## src/rtl/icache_pkg.sv

```systemverilog
// Shared definitions for the instruction-cache AXI refill path.
package icache_pkg;
  localparam logic [1:0] AXI_BURST_INCR = 2'b01;
  localparam logic [1:0] AXI_BURST_WRAP = 2'b10;
  localparam logic [2:0] AXI_SIZE_4B    = 3'b010;
  localparam logic [1:0] AXI_RESP_OKAY  = 2'b00;

  localparam int LINE_WORDS = 8;
  localparam int OFFSET_W   = $clog2(LINE_WORDS * 4);

  typedef enum logic [1:0] {IDLE, AR, R, DONE} refill_state_t;
endpackage

```

## src/rtl/icache_axi_refill_if.sv

```systemverilog
// AXI4 read-address and read-data channels used by the refill master.
interface icache_axi_refill_if #(parameter int ID_W = 4);
  logic [ID_W-1:0] arid;
  logic [31:0]     araddr;
  logic [7:0]      arlen;
  logic [2:0]      arsize;
  logic [1:0]      arburst;
  logic            arvalid;
  logic            arready;
  logic [ID_W-1:0] rid;
  logic [31:0]     rdata;
  logic [1:0]      rresp;
  logic            rlast;
  logic            rvalid;
  logic            rready;

  modport master (
    output arid, araddr, arlen, arsize, arburst, arvalid, rready,
    input  arready, rid, rdata, rresp, rlast, rvalid
  );
  modport slave (
    input  arid, araddr, arlen, arsize, arburst, arvalid, rready,
    output arready, rid, rdata, rresp, rlast, rvalid
  );
endinterface

```

## src/rtl/icache_axi_refill.sv

```systemverilog
// I-cache line refill: one LINE_WORDS-beat AXI read burst per miss, line granted in parallel.
// ICACHE_REFILL_WRAP_EN selects a critical-word-first WRAP burst instead of aligned INCR.
module icache_axi_refill
  import icache_pkg::*;
#(
  parameter int LINE_WORDS = icache_pkg::LINE_WORDS,
  parameter int ID_W       = 4,
  parameter int ARID_VAL   = 0
) (
  input  logic                         clk_i,
  input  logic                         rst_ni,
  input  logic                         rd_req_i,
  input  logic [31:0]                  rd_addr_i,
  output logic                         gnt_o,
  output logic [LINE_WORDS-1:0][31:0]  line_data_o,
  output logic                         err_o,
  icache_axi_refill_if.master          axi
);
  localparam int IDX_W = $clog2(LINE_WORDS);
  localparam int OFF_W = IDX_W + 2;

  refill_state_t               state_q, state_d;
  logic [31:0]                 araddr_q, araddr_d;
  logic [IDX_W-1:0]            beat_cnt_q, beat_cnt_d;
  logic [IDX_W-1:0]            slot;
  logic                        err_q, err_d;
  logic [LINE_WORDS-1:0]       we;
  logic [LINE_WORDS-1:0][31:0] line_q;
  logic [31:0]                 addr_mask;

`ifdef ICACHE_REFILL_WRAP_EN
  // Word offset travels in araddr so beats land in their natural slot.
  assign addr_mask   = ~32'h3;
  assign slot        = araddr_q[OFF_W-1:2] + beat_cnt_q;
  assign axi.arburst = AXI_BURST_WRAP;
`else
  assign addr_mask   = ~32'((1 << OFF_W) - 1);
  assign slot        = beat_cnt_q;
  assign axi.arburst = AXI_BURST_INCR;
`endif

  assign axi.arid   = ID_W'(ARID_VAL);
  assign axi.araddr = araddr_q;
  assign axi.arlen  = 8'(LINE_WORDS - 1);
  assign axi.arsize = AXI_SIZE_4B;
  assign err_o       = err_q;
  assign line_data_o = line_q;

  always_comb begin
    state_d     = state_q;
    araddr_d    = araddr_q;
    beat_cnt_d  = beat_cnt_q;
    err_d       = err_q;
    we          = '0;
    axi.arvalid = 1'b0;
    axi.rready  = 1'b0;
    gnt_o       = 1'b0;
    case (state_q)
      IDLE: begin
        if (rd_req_i) begin
          araddr_d = rd_addr_i & addr_mask;
          state_d  = AR;
        end
      end
      AR: begin
        axi.arvalid = 1'b1;
        if (axi.arready) begin
          beat_cnt_d = '0;
          state_d    = R;
        end
      end
      R: begin
        axi.rready = 1'b1;
        if (axi.rvalid) begin
          we[slot]   = 1'b1;
          beat_cnt_d = beat_cnt_q + 1'b1;
          if (axi.rresp != AXI_RESP_OKAY) err_d = 1'b1;
          // The beat count, not rlast, terminates the burst; rlast only audits it.
          if (beat_cnt_q == IDX_W'(LINE_WORDS - 1)) begin
            state_d = DONE;
            if (!axi.rlast) err_d = 1'b1;
          end else if (axi.rlast) begin
            err_d = 1'b1;
          end
        end
      end
      DONE: begin
        gnt_o   = 1'b1;
        state_d = IDLE;
      end
      default: state_d = IDLE;
    endcase
  end

  always_ff @(posedge clk_i or negedge rst_ni) begin
    if (!rst_ni) begin
      state_q    <= IDLE;
      araddr_q   <= '0;
      beat_cnt_q <= '0;
      err_q      <= 1'b0;
    end else begin
      state_q    <= state_d;
      araddr_q   <= araddr_d;
      beat_cnt_q <= beat_cnt_d;
      err_q      <= err_d;
    end
  end

  for (genvar i = 0; i < LINE_WORDS; i++) begin : g_line
    always_ff @(posedge clk_i or negedge rst_ni) begin
      if (!rst_ni)    line_q[i] <= '0;
      else if (we[i]) line_q[i] <= axi.rdata;
    end
  end
endmodule

```

## src/flat_wrapper.sv

```systemverilog
// flat-port wrapper written by rule: the top's interface ports become plain ports
module icache_axi_refill_flat import icache_pkg::*;
#(
  parameter int LINE_WORDS = icache_pkg::LINE_WORDS,
  parameter int ID_W       = 4,
  parameter int ARID_VAL   = 0
)
  (clk_i, rst_ni, rd_req_i, rd_addr_i, gnt_o, line_data_o, err_o, axi_arid, axi_araddr, axi_arlen, axi_arsize, axi_arburst, axi_arvalid, axi_rready, axi_arready, axi_rid, axi_rdata, axi_rresp, axi_rlast, axi_rvalid);
  icache_axi_refill_if #(.ID_W(ID_W)) axi_i ();
  input  logic clk_i;
  input  logic rst_ni;
  input  logic rd_req_i;
  input  logic [31:0] rd_addr_i;
  output logic gnt_o;
  output logic [LINE_WORDS-1:0][31:0] line_data_o;
  output logic err_o;
  output wire logic [$bits(axi_i.arid)-1:0] axi_arid;
  output wire logic [$bits(axi_i.araddr)-1:0] axi_araddr;
  output wire logic [$bits(axi_i.arlen)-1:0] axi_arlen;
  output wire logic [$bits(axi_i.arsize)-1:0] axi_arsize;
  output wire logic [$bits(axi_i.arburst)-1:0] axi_arburst;
  output wire logic [$bits(axi_i.arvalid)-1:0] axi_arvalid;
  output wire logic [$bits(axi_i.rready)-1:0] axi_rready;
  input wire logic [$bits(axi_i.arready)-1:0] axi_arready;
  input wire logic [$bits(axi_i.rid)-1:0] axi_rid;
  input wire logic [$bits(axi_i.rdata)-1:0] axi_rdata;
  input wire logic [$bits(axi_i.rresp)-1:0] axi_rresp;
  input wire logic [$bits(axi_i.rlast)-1:0] axi_rlast;
  input wire logic [$bits(axi_i.rvalid)-1:0] axi_rvalid;
  assign axi_arid = axi_i.arid;
  assign axi_araddr = axi_i.araddr;
  assign axi_arlen = axi_i.arlen;
  assign axi_arsize = axi_i.arsize;
  assign axi_arburst = axi_i.arburst;
  assign axi_arvalid = axi_i.arvalid;
  assign axi_rready = axi_i.rready;
  assign axi_i.arready = axi_arready;
  assign axi_i.rid = axi_rid;
  assign axi_i.rdata = axi_rdata;
  assign axi_i.rresp = axi_rresp;
  assign axi_i.rlast = axi_rlast;
  assign axi_i.rvalid = axi_rvalid;
  icache_axi_refill #(.LINE_WORDS(LINE_WORDS), .ID_W(ID_W), .ARID_VAL(ARID_VAL)) u_core (.clk_i(clk_i), .rst_ni(rst_ni), .rd_req_i(rd_req_i), .rd_addr_i(rd_addr_i), .gnt_o(gnt_o), .line_data_o(line_data_o), .err_o(err_o), .axi(axi_i));
endmodule
```

## config.mk

```make
export PLATFORM = sky130hd
export DESIGN_NAME = icache_axi_refill_flat
export DESIGN_NICKNAME = d
export VERILOG_FILES = /design/src/rtl/icache_pkg.sv /design/src/rtl/icache_axi_refill_if.sv /design/src/rtl/icache_axi_refill.sv /design/src/flat_wrapper.sv
export SDC_FILE = /design/constraint.sdc
export NUM_CORES = 1
export LEC_CHECK = 0
export CAP_MARGIN = 15
export CORE_MARGIN = 2
export CORE_UTILIZATION = 29
export DETAILED_ROUTE_END_ITERATION = 7
export PLACE_DENSITY_LB_ADDON = 0.15
export SYNTH_ARGS = -nofsm -noshare
export SYNTH_HDL_FRONTEND = slang
export SYNTH_SLANG_ARGS = --single-unit
```

## constraint.sdc

```tcl
create_clock -name clk_i -period 1.7 [get_ports clk_i]
set_input_delay 0.34 -clock clk_i [delete_from_list [all_inputs] [get_ports clk_i]]
set_output_delay 0.34 -clock clk_i [all_outputs]
set_load 0.1 [all_outputs]
```

* Word level (Yosys, flattened, before mapping)
Index checks and enable logic that the tools add are counted.
Storage, ports and cells: output and inout port bits 309, flip-flop bits (word level) 289, word-level logic and storage cells 50
Operators by class: multiplexer cells 19, magnitude comparators 2, add/sub/neg operators 1, equality and inequality tests 8, reductions and logical operators 8
Operator list (number):
- $mux W8 | 2
- $mux W1 | 8
- $mux W2 | 4
- $pmux W2 S4 | 1
- $mux W3 | 2
- $ne A2 B2 Y1 const B | 3
- $pmux W3 S2 | 1
- $eq A2 B2 Y1 const B | 2
- $lt A3 B4 Y1 const B | 1
- $reduce_and A2 Y1 | 2
- $reduce_and A4 Y1 | 1
- $reduce_bool A2 Y1 | 2
- $add A3 B1 Y3 const B | 1
- $demux W1 S3 | 1
- $eq A3 B3 Y1 const B | 1
- $ge A3 B1 Y1 const B | 1
- $reduce_and A3 Y1 | 1
- $eq A2 B1 Y1 const B | 1
- $logic_not A2 Y1 | 1
- $ne A2 B1 Y1 const B | 1
- $logic_and A1 B1 Y1 | 1

* Logic depth before layout (Yosys ltp)
Gate-level depths: netlist (run 1).
word-level depth 6, gate-level depth with buffers 7, mapped depth without buffers 5

* Least setup slack after synthesis (run 1)
OpenSTA, ideal clock, no wires.
path type reg-to-reg, from reg u_core.state_q[0], to reg u_core.line_q (netlist bit u_core.line_data_o[100]), library setup time 125 ps, required time 1575 ps, cell stages (with the launch flop) 8, slack -980 ps, data arrival time 2554 ps, period minus slack after synthesis 2680 ps, cell sequence dfrtp_1 > inv_1 > ha_1 > buf_2 > nand2_1 > nor3_4 > buf_6 > mux2_2
Between the ends: longest elaborated chain between the ends 2
Ends and longest elaborated chain:
- start, declared | RTL line icache_axi_refill.sv:22 | refill_state_t state_q, state_d;
- start signal, assigned | RTL line icache_axi_refill.sv:102 | state_q <= state_d;
- $eq A2 B2 Y1 | RTL line icache_axi_refill.sv:58 | case (state_q)
- $mux W8 | RTL line icache_axi_refill.sv:58
- end signal, assigned by index | RTL line icache_axi_refill.sv:112 | else if (we[i]) line_q[i] <= axi.rdata;
- end, declared | RTL line icache_axi_refill.sv:28 | logic [LINE_WORDS-1:0][31:0] line_q;
No other way between the ends. A chain may end at the register's enable or synchronous reset.

* Final worst setup path (run 1)
from reg u_core.state_q[1], to reg u_core.line_q (netlist bit u_core.line_data_o[160])
Same word-level chain as after synthesis.

==> results of run 1 <==
## worst paths after layout
kind                                           end  slack (ns)
max                        u_core.line_data_o[160]       -0.14
min                        u_core.line_data_o[111]        0.28
max reg2reg                u_core.line_data_o[160]       -0.14
min reg2reg                           u_core.err_o        0.53
max in group asynchronous  u_core.line_data_o[201]        0.76
min in group clk_i            u_core.axi.araddr[5]        0.43
## state kept, by name (all words and copies together), names as in the netlist
| name | cells |
|---|---|
| u_core.axi.araddr | 27 |
| u_core.beat_cnt_q | 3 |
| u_core.err_o | 1 |
| u_core.line_data_o | 256 |
| u_core.state_q | 2 |
## critical path, stage by stage, from the launching register on
cell and delay [ns]:
dfrtp_1 0.37, buf_6 0.11, ha_4 0.15, buf_12 0.12, buf_6 0.09, nand3b_4 0.10, nor2_4 0.14, buf_12 0.16
clkbuf_16 0.17, mux2_4 0.30
## metal layers
metal  up-vias  GRT usage  part of all wire
li1       3185          -                 -
met1      3751      0.222              0.43
met2       226      0.265              0.47
met3        50     0.0635             0.076
met4         0     0.0562             0.023
met5         -          0                 0
## cells by family (layout without fill, tap and decap cells)
family | Yosys count | count (layout) | synth area share
flops | 289 | 289 | 0.641
compound gates | 10 | 10 | 0.00699
fa+ha+maj | 6 | 6 | 0.00666
simple gates | 21 | 21 | 0.0172
buf+inv | 56 | 499 | 0.0423
xor+xnor | 1 | 1 | 0.000777
other cells | 2 | 22 | 0.000666
mux | 284 | 284 | 0.284
## stage by stage
stage               TNS [ns]  instances
floorplan             -56.73        689
global placement      -73.18       1559
detailed placement    -79.92       1559
CTS                   -17.68       1636
global route          -33.47       1650
finish                -16.68       1650
## cell type report
type | instances | area [µm²] | area share
clock buffer | 53 | 1050 | 0.0494
clock inverter | 9 | 45.0 | 0.00213
inverter | 5 | 21.3 | 0.00101
tap | 518 | 648 | 0.0306
multi-input combinational | 344 | 4450 | 0.210
timing repair buffer | 432 | 7710 | 0.365
sequential | 289 | 7230 | 0.342
## placed cells by master (no fill, tap or decap), types with 3 or more instances in the layout
cell and n:
ha_1 3, buf_12 313, a22o_1 3, mux2_4 194
clkinv_2 9, clkdlybuf4s50_1 65, nor2_4 4, dfrtp_1 288
clkbuf_16 46, buf_6 14, conb_1 22, inv_1 3
buf_4 18, mux2_2 90, buf_8 5, clkbuf_8 6
buf_16 7, nand2_1 4, clkbuf_1 10
## what timing repair did
item | in CTS | in global routing
setup endpoints to repair | 158 | 288
setup buffers | 10 | 4
pin swaps | 4 | 6
hold buffers | 1 | 0
hold endpoints to repair | 26 | 0
gates resized for setup | 44 | 48
cloned | 4 | 10
==> results.py, run 1 <==
metrics = {
    "outcome": {
        "violations": "negative setup slack",
        "status": "finished with violations",
    },
    "worst_setup_path": {
        "setup.worst_path.start": "u_core.state_q[1]",
        "crit_path_max_fanout": 6,
        "required_ns": 2.11,
        "critical_path_class": "flip-flop to flip-flop",
        "worstPathArrival_ns": 2.25,
        "critPathLaunchType": "flip-flop",
        "r2r_cells": 9,
        "rr_startpoint": "u_core.state_q[1]",
        "cp-end-kind": "flip-flop",
    },
    "timing": {
        "max_freq_mhz": 543,
        "rsz0062_at_grt": "yes",
        "setup_viol": 220,
        "finalMaxSlewViolations": 0,
        "hold_viol": 0,
        "finClkSkew_ns": 0.0181,
        "period_share": 1.08,
        "finalCriticalPeriod_ns": 1.84,
        "post-route-worst-setup-slack_ns": -0.142,
        "hold_ws_ns": 0.278,
    },
    "layout": {
        "finish.net_count": 1189,
        "final_area_um2": 21200,
        "fillers": 3083,
        "final_util": 0.550,
        "final_layout_size_suffix_gt1_frac": 0.639,
        "antenna_cells": 0,
        "synthToLayoutAreaGrowth_pct": 87.6,
    },
    "global_routing": {
        "antenna_found_initial": 0,
        "grt_max_degree": 53,
        "grt_pass1_wl_um": 52200,
        "grtUsageTotal": 0.171,
        "grt_pass1_vias": 7816,
        "grt.overflow.total": 0,
    },
    "synthesis": {
        "avgSynthCellArea_um2": 16.9,
        "synthFlopType": "dfrtp_1",
        "synth_edf_count": 0,
        "synth_area_um2": 11300,
        "yosys-top-cells-area": "dfrtp_1, mux2_2, buf_6",
        "async_flop_share": 1.00,
        "yosysTopAreaCell": "dfrtp_1",
        "yosysWarnings": 0,
        "synth_cells": 669,
        "ys_seq_area_frac": 0.641,
        "synth.most_common_cell": "dfrtp_1",
        "yosysUniqueCellTypes": 28,
        "synth_top_area_frac": 0.641,
        "ys_ff_latch": 289,
        "synth_common_cells": "dfrtp_1, mux2_2, buf_4",
    },
    "detailed_routing": {
        "finalWirelength_um": 35900,
        "first_iter_violations": 250,
        "drc": 0,
        "avgViaCountPerCell": 4.37,
        "routedWlPerCell_um": 21.8,
        "vias": 7212,
        "postRouteAntennaNets": 0,
        "first_pass_iters": 4,
    },
    "cts": {
        "tritoncts": "built",
        "htreeDepth": 2,
        "clk_pin_slew_worst_paths_ns": 0.06,
        "clock-root-buffer": "clkbuf_16",
        "clkSinkCount": 289,
        "clock_path_buffers": 3,
        "clk_latency_ns": 0.53,
        "cts_buffers": 35,
    },
    "placement": {
        "place_area_um2": 19200,
        "dp_hpwl_um": 23800,
        "io_buffers": 353,
        "gp_congestion": 0.717,
        "pre_cts_ws_ns": -0.402,
    },
    "floorplanning": {
        "die_x_um": 201,
        "die_h_um": 201,
        "num_rows": 72,
        "start_util": 0.293,
        "io_pins": 385,
        "core_area_um2": 38500,
        "dieArea_um2": 40500,
    },
    "flow_run": {
        "maxCapViolCount": 0,
    },
    "min_path": {
        "hold_class": "primary input to async pin",
    },
}
Power of run 1 is not shown: default switching activity piles up to over one toggle a cycle in this logic, so the estimate is an artifact.
==> run 2, diff against run 1 <==
--- a/config.mk
+++ b/config.mk
@@ -7,7 +7,7 @@
 export LEC_CHECK = 0
 export CAP_MARGIN = 15
 export CORE_MARGIN = 2
-export CORE_UTILIZATION = 29
+export CORE_UTILIZATION = 41
 export DETAILED_ROUTE_END_ITERATION = 7
 export PLACE_DENSITY_LB_ADDON = 0.15
 export SYNTH_ARGS = -nofsm -noshare
==> results.py, run 2 (same netlist as run 1, synthesis figures left out) <==
metrics = {
    "timing": {
        "setup_viol": 223,
        "finalCriticalPeriod_ns": 1.81,
        "post-route-worst-setup-slack_ns": -0.107,
        "finClkSkew_ns": 0.0138,
        "hold_viol": 0,
        "max_freq_mhz": 554,
        "hold_ws_ns": 0.304,
        "finalMaxSlewViolations": 0,
        "period_share": 1.06,
        "rsz0062_at_grt": "yes",
    },
    "worst_setup_path": {
        "crit_path_max_fanout": 6,
        "cp_slowest_cell": "dfrtp_1",
        "slowest_delay_ns": 0.40,
        "cp-end-kind": "flip-flop",
        "required_ns": 2.07,
        "critical_path.cell_chain": "inv_2 > ha_4 > buf_12 > nand2_8 > nor3_4 > buf_6 > buf_8 > mux2_4",
        "setup.worst_path.start": "u_core.state_q[0]",
        "worstPathArrival_ns": 2.18,
        "critical_path_class": "flip-flop to flip-flop",
        "r2r_cells": 8,
        "rr_startpoint": "u_core.state_q[0]",
        "critPathLaunchType": "flip-flop",
    },
    "placement": {
        "gp_congestion": 0.750,
        "io_buffers": 353,
        "pre_cts_ws_ns": -0.418,
        "dp_hpwl_um": 22400,
        "placed_cells": 1373,
    },
    "detailed_routing": {
        "drc": 0,
        "vias": 7268,
        "avgViaCountPerCell": 4.97,
        "finalWirelength_um": 34700,
        "first_iter_violations": 333,
        "postRouteAntennaNets": 0,
        "routedWlPerCell_um": 23.8,
        "first_pass_iters": 4,
    },
    "cts": {
        "tritoncts": "built",
        "clk_latency_ns": 0.51,
        "htreeDepth": 2,
        "cts_buffers": 34,
        "clock_path_buffers": 3,
        "clk_pin_slew_worst_paths_ns": 0.05,
        "clkSinkCount": 289,
        "clock-root-buffer": "clkbuf_16",
    },
    "outcome": {
        "violations": "negative setup slack",
        "status": "finished with violations",
    },
    "layout": {
        "largest_register_ffs": 256,
        "synthToLayoutAreaGrowth_pct": 86.2,
        "layoutNonFillerInstCount": 1462,
        "final_layout_size_suffix_gt1_frac": 0.641,
        "final_common_cell": "buf_12",
        "finish.net_count": 1179,
        "antenna_cells": 0,
        "layout_common_cells": "buf_12, dfrtp_1, mux2_4",
    },
    "flow_run": {
        "maxCapViolCount": 0,
    },
    "global_routing": {
        "grtUsageTotal": 0.229,
        "grt_pass1_vias": 8001,
        "antenna_found_initial": 0,
        "grt_max_degree": 52,
        "grt_pass1_wl_um": 50600,
        "grt.overflow.total": 0,
    },
    "floorplanning": {
        "start_util": 0.418,
        "core_area_um2": 27000,
        "die_x_um": 170,
        "io_pins": 385,
        "num_rows": 60,
        "die_h_um": 170,
        "dieArea_um2": 28800,
    },
    "min_path": {
        "hold_class": "primary input to async pin",
    },
}
-- run 2: through the flow --
step | cell area [µm²] | util | TNS, ns
6_report | 21000 | 0.779 | -11.30
5_1_grt | 21000 | 0.779 | -25.91
4_1_cts | 20500 | 0.761 | -7.48
3_5_place_dp | 18900 | 0.700 | -70.06
3_3_place_gp | 18900 | 0.700 | -63.24
2_1_floorplan | 12000 | - | -56.73
-- run 2: path summary, 6_finish.rpt --
kind                                            to  slack [ns]
max in group asynchronous    u_core.axi.araddr[26]        0.73
hold / removal               u_core.axi.araddr[10]        0.30
hold reg to reg                       u_core.err_o        0.53
setup reg to reg           u_core.line_data_o[120]       -0.11
setup / recovery           u_core.line_data_o[120]       -0.11
min in group clk_i           u_core.axi.araddr[10]        0.45
-- run 2: critical path: cells and delay by family (launching register included) --
family | cells | cell delay, ns
and+or+nand+nor | 2 | 0.26
buffers and inverters | 4 | 0.52
muxes | 1 | 0.31
adders and majority gates | 1 | 0.18
DFF | 1 | 0.40
-- run 2: routing by layer --
| layer | vias up | wire [µm] | global-route usage |
|---|---|---|---|
| met1 | 3789 | 14000 | 0.295 |
| met3 | 48 | 2730 | 0.0786 |
| li1 | 3166 | - | - |
| met2 | 265 | 17200 | 0.374 |
| met4 | 0 | 794 | 0.0587 |
| met5 | - | 0 | 0 |
-- run 2: area by class of cell --
type,instances,area [µm²]
Sequential cell,289,7230
Clock inverter,7,110
Clock buffer,53,1100
Tap cell,341,427
Fill cell,1477,5960
Inverter,5,18.8
Multi-Input combinational cell,344,4460
Timing Repair Buffer,423,7640
-- run 2: what timing repair did --
item	4_1_cts	5_1_grt
endpoints found under the setup margin	114	244
endpoints found under the hold margin	25	0
pin swaps	8	5
resized for setup	67	21
cloned	4	14
setup buffers	8	3
hold buffers	1	0
Power of run 2 is left out for the same reason.
==> run 3, diff against run 2 <==
--- a/config.mk
+++ b/config.mk
@@ -7,7 +7,8 @@
 export LEC_CHECK = 0
 export CAP_MARGIN = 15
 export CORE_MARGIN = 2
-export CORE_UTILIZATION = 41
+export CORE_UTILIZATION = 30
+export CTS_CLUSTER_SIZE = 8
 export DETAILED_ROUTE_END_ITERATION = 7
 export PLACE_DENSITY_LB_ADDON = 0.15
 export SYNTH_ARGS = -nofsm -noshare
==> results.py, run 3 (same netlist as run 1, synthesis figures left out) <==
metrics = {
    "cts": {
        "tritoncts": "built",
        "clock_path_buffers": 3,
        "clkSinkCount": 289,
        "clk_latency_ns": 0.55,
        "htreeDepth": 2,
        "clk_pin_slew_worst_paths_ns": 0.05,
        "clock-root-buffer": "clkbuf_16",
        "cts_buffers": 42,
    },
    "timing": {
        "finClkSkew_ns": 0.0147,
        "max_freq_mhz": 534,
        "fin_tns_setup_ns": -28.49,
        "period_share": 1.10,
        "post-route-worst-setup-slack_ns": -0.174,
        "finalMaxSlewViolations": 0,
        "setup_viol": 259,
        "hold_viol": 0,
        "rsz0062_at_grt": "yes",
        "finalCriticalPeriod_ns": 1.87,
    },
    "global_routing": {
        "grtUsageTotal": 0.190,
        "grt_max_degree": 67,
        "grt_pass1_wl_um": 55200,
        "grt_pass1_vias": 8134,
        "antenna_found_initial": 0,
        "grt.overflow.total": 0,
    },
    "worst_setup_path": {
        "critPathLaunchType": "flip-flop",
        "cp.depth": 9,
        "critical_path_class": "flip-flop to flip-flop",
        "cpLargestDelayFamily": "buffers and inverters",
        "critical_path.cell_chain": "inv_2 > ha_4 > buf_8 > buf_6 > nand3b_4 > nor2_4 > buf_12 > clkbuf_16 > mux2_4",
        "worstPathArrival_ns": 2.30,
        "cp-end-kind": "flip-flop",
        "slowest_delay_ns": 0.39,
        "required_ns": 2.13,
        "rrSetupSlack_ns": -0.17,
        "r2r_cells": 9,
        "cp_slowest_cell": "dfrtp_1",
        "crit_buf_inv": 5,
        "crit_path_max_fanout": 8,
    },
    "detailed_routing": {
        "finalWirelength_um": 37000,
        "vias": 7323,
        "first_pass_iters": 4,
        "postRouteAntennaNets": 0,
        "avgViaCountPerCell": 4.54,
        "first_iter_violations": 170,
        "routedWlPerCell_um": 23.0,
        "drc": 0,
    },
    "layout": {
        "final_common_cell": "buf_12",
        "final_layout_size_suffix_gt1_frac": 0.651,
        "antenna_cells": 0,
        "largest_register_ffs": 256,
        "final_util": 0.579,
        "finish.net_count": 1216,
        "multi_input_comb_area_um2": 4500,
        "layoutNonFillerInstCount": 1612,
        "synthToLayoutAreaGrowth_pct": 91.6,
        "fillers": 2884,
        "layout_common_cells": "buf_12, dfrtp_1, mux2_4",
        "seq_area_um2": 7230,
    },
    "floorplanning": {
        "io_pins": 385,
        "num_rows": 71,
        "start_util": 0.302,
        "die_h_um": 198,
        "dieArea_um2": 39100,
        "die_x_um": 198,
        "core_area_um2": 37300,
    },
    "outcome": {
        "status": "finished with violations",
        "violations": "negative setup slack",
    },
    "placement": {
        "placed_cells": 1509,
        "io_buffers": 353,
        "gp_congestion": 0.719,
        "pre_cts_ws_ns": -0.328,
        "dp_hpwl_um": 22900,
    },
    "flow_run": {
        "maxCapViolCount": 0,
    },
    "min_path": {
        "hold_class": "primary input to async pin",
    },
}
==> run 3: cell count changes in the layout (fill, tap and decap cells not counted), sizes merged <==
cell	change
bufinv	-2
clkbuf	-11
clkinv	-4
buf	+34
==> run 3: layout make-up <==
| cell class | instances | area share |
|---|---|---|
| timing repair buffer | 452 | 0.374 |
| sequential | 289 | 0.335 |
| multi-input combinational | 344 | 0.208 |
| clock buffer | 47 | 0.0529 |
| tap | 474 | 0.0275 |
| clock inverter | 1 | 0.00139 |
| inverter | 5 | 0.000985 |
==> run 3: worst paths after layout <==
kind	from	endpoint
max	u_core.state_q[0]	u_core.line_data_o[134]
min	rst_ni	u_core.axi.araddr[12]
max reg2reg	u_core.state_q[0]	u_core.line_data_o[134]
min reg2reg	u_core.err_o	u_core.err_o
max in group asynchronous	rst_ni	u_core.line_data_o[26]
min in group clk_i	rd_addr_i[5]	u_core.axi.araddr[5]
==> run 3: layer usage <==
metal,vias up,global-route usage,share of wire
met3,53,0.0765,0.085
li1,3230,-,-
met4,0,0.0482,0.020
met2,254,0.295,0.47
met5,-,0,0
met1,3786,0.248,0.43
==> run 3: timing repair <==
item                                   in CTS  in global routing
endpoints found under the hold margin     119                  0
gates resized for setup                    92                 30
cloned                                     20                  8
pin swaps                                  10                  6
buffers inserted                           31                  8
setup endpoints to repair                 139                288
hold buffers                                1                  0
==> run 3: per-stage QoR <==
stage | hold slack, ns | cell area [µm²]
global placement | 0.222 | 19100
detailed placement | 0.221 | 19100
finish | 0.239 | 21600
global route | 0.224 | 21600
floorplan | 0.0444 | 12000
CTS | 0.220 | 21500
Power of run 3 is left out for the same reason.
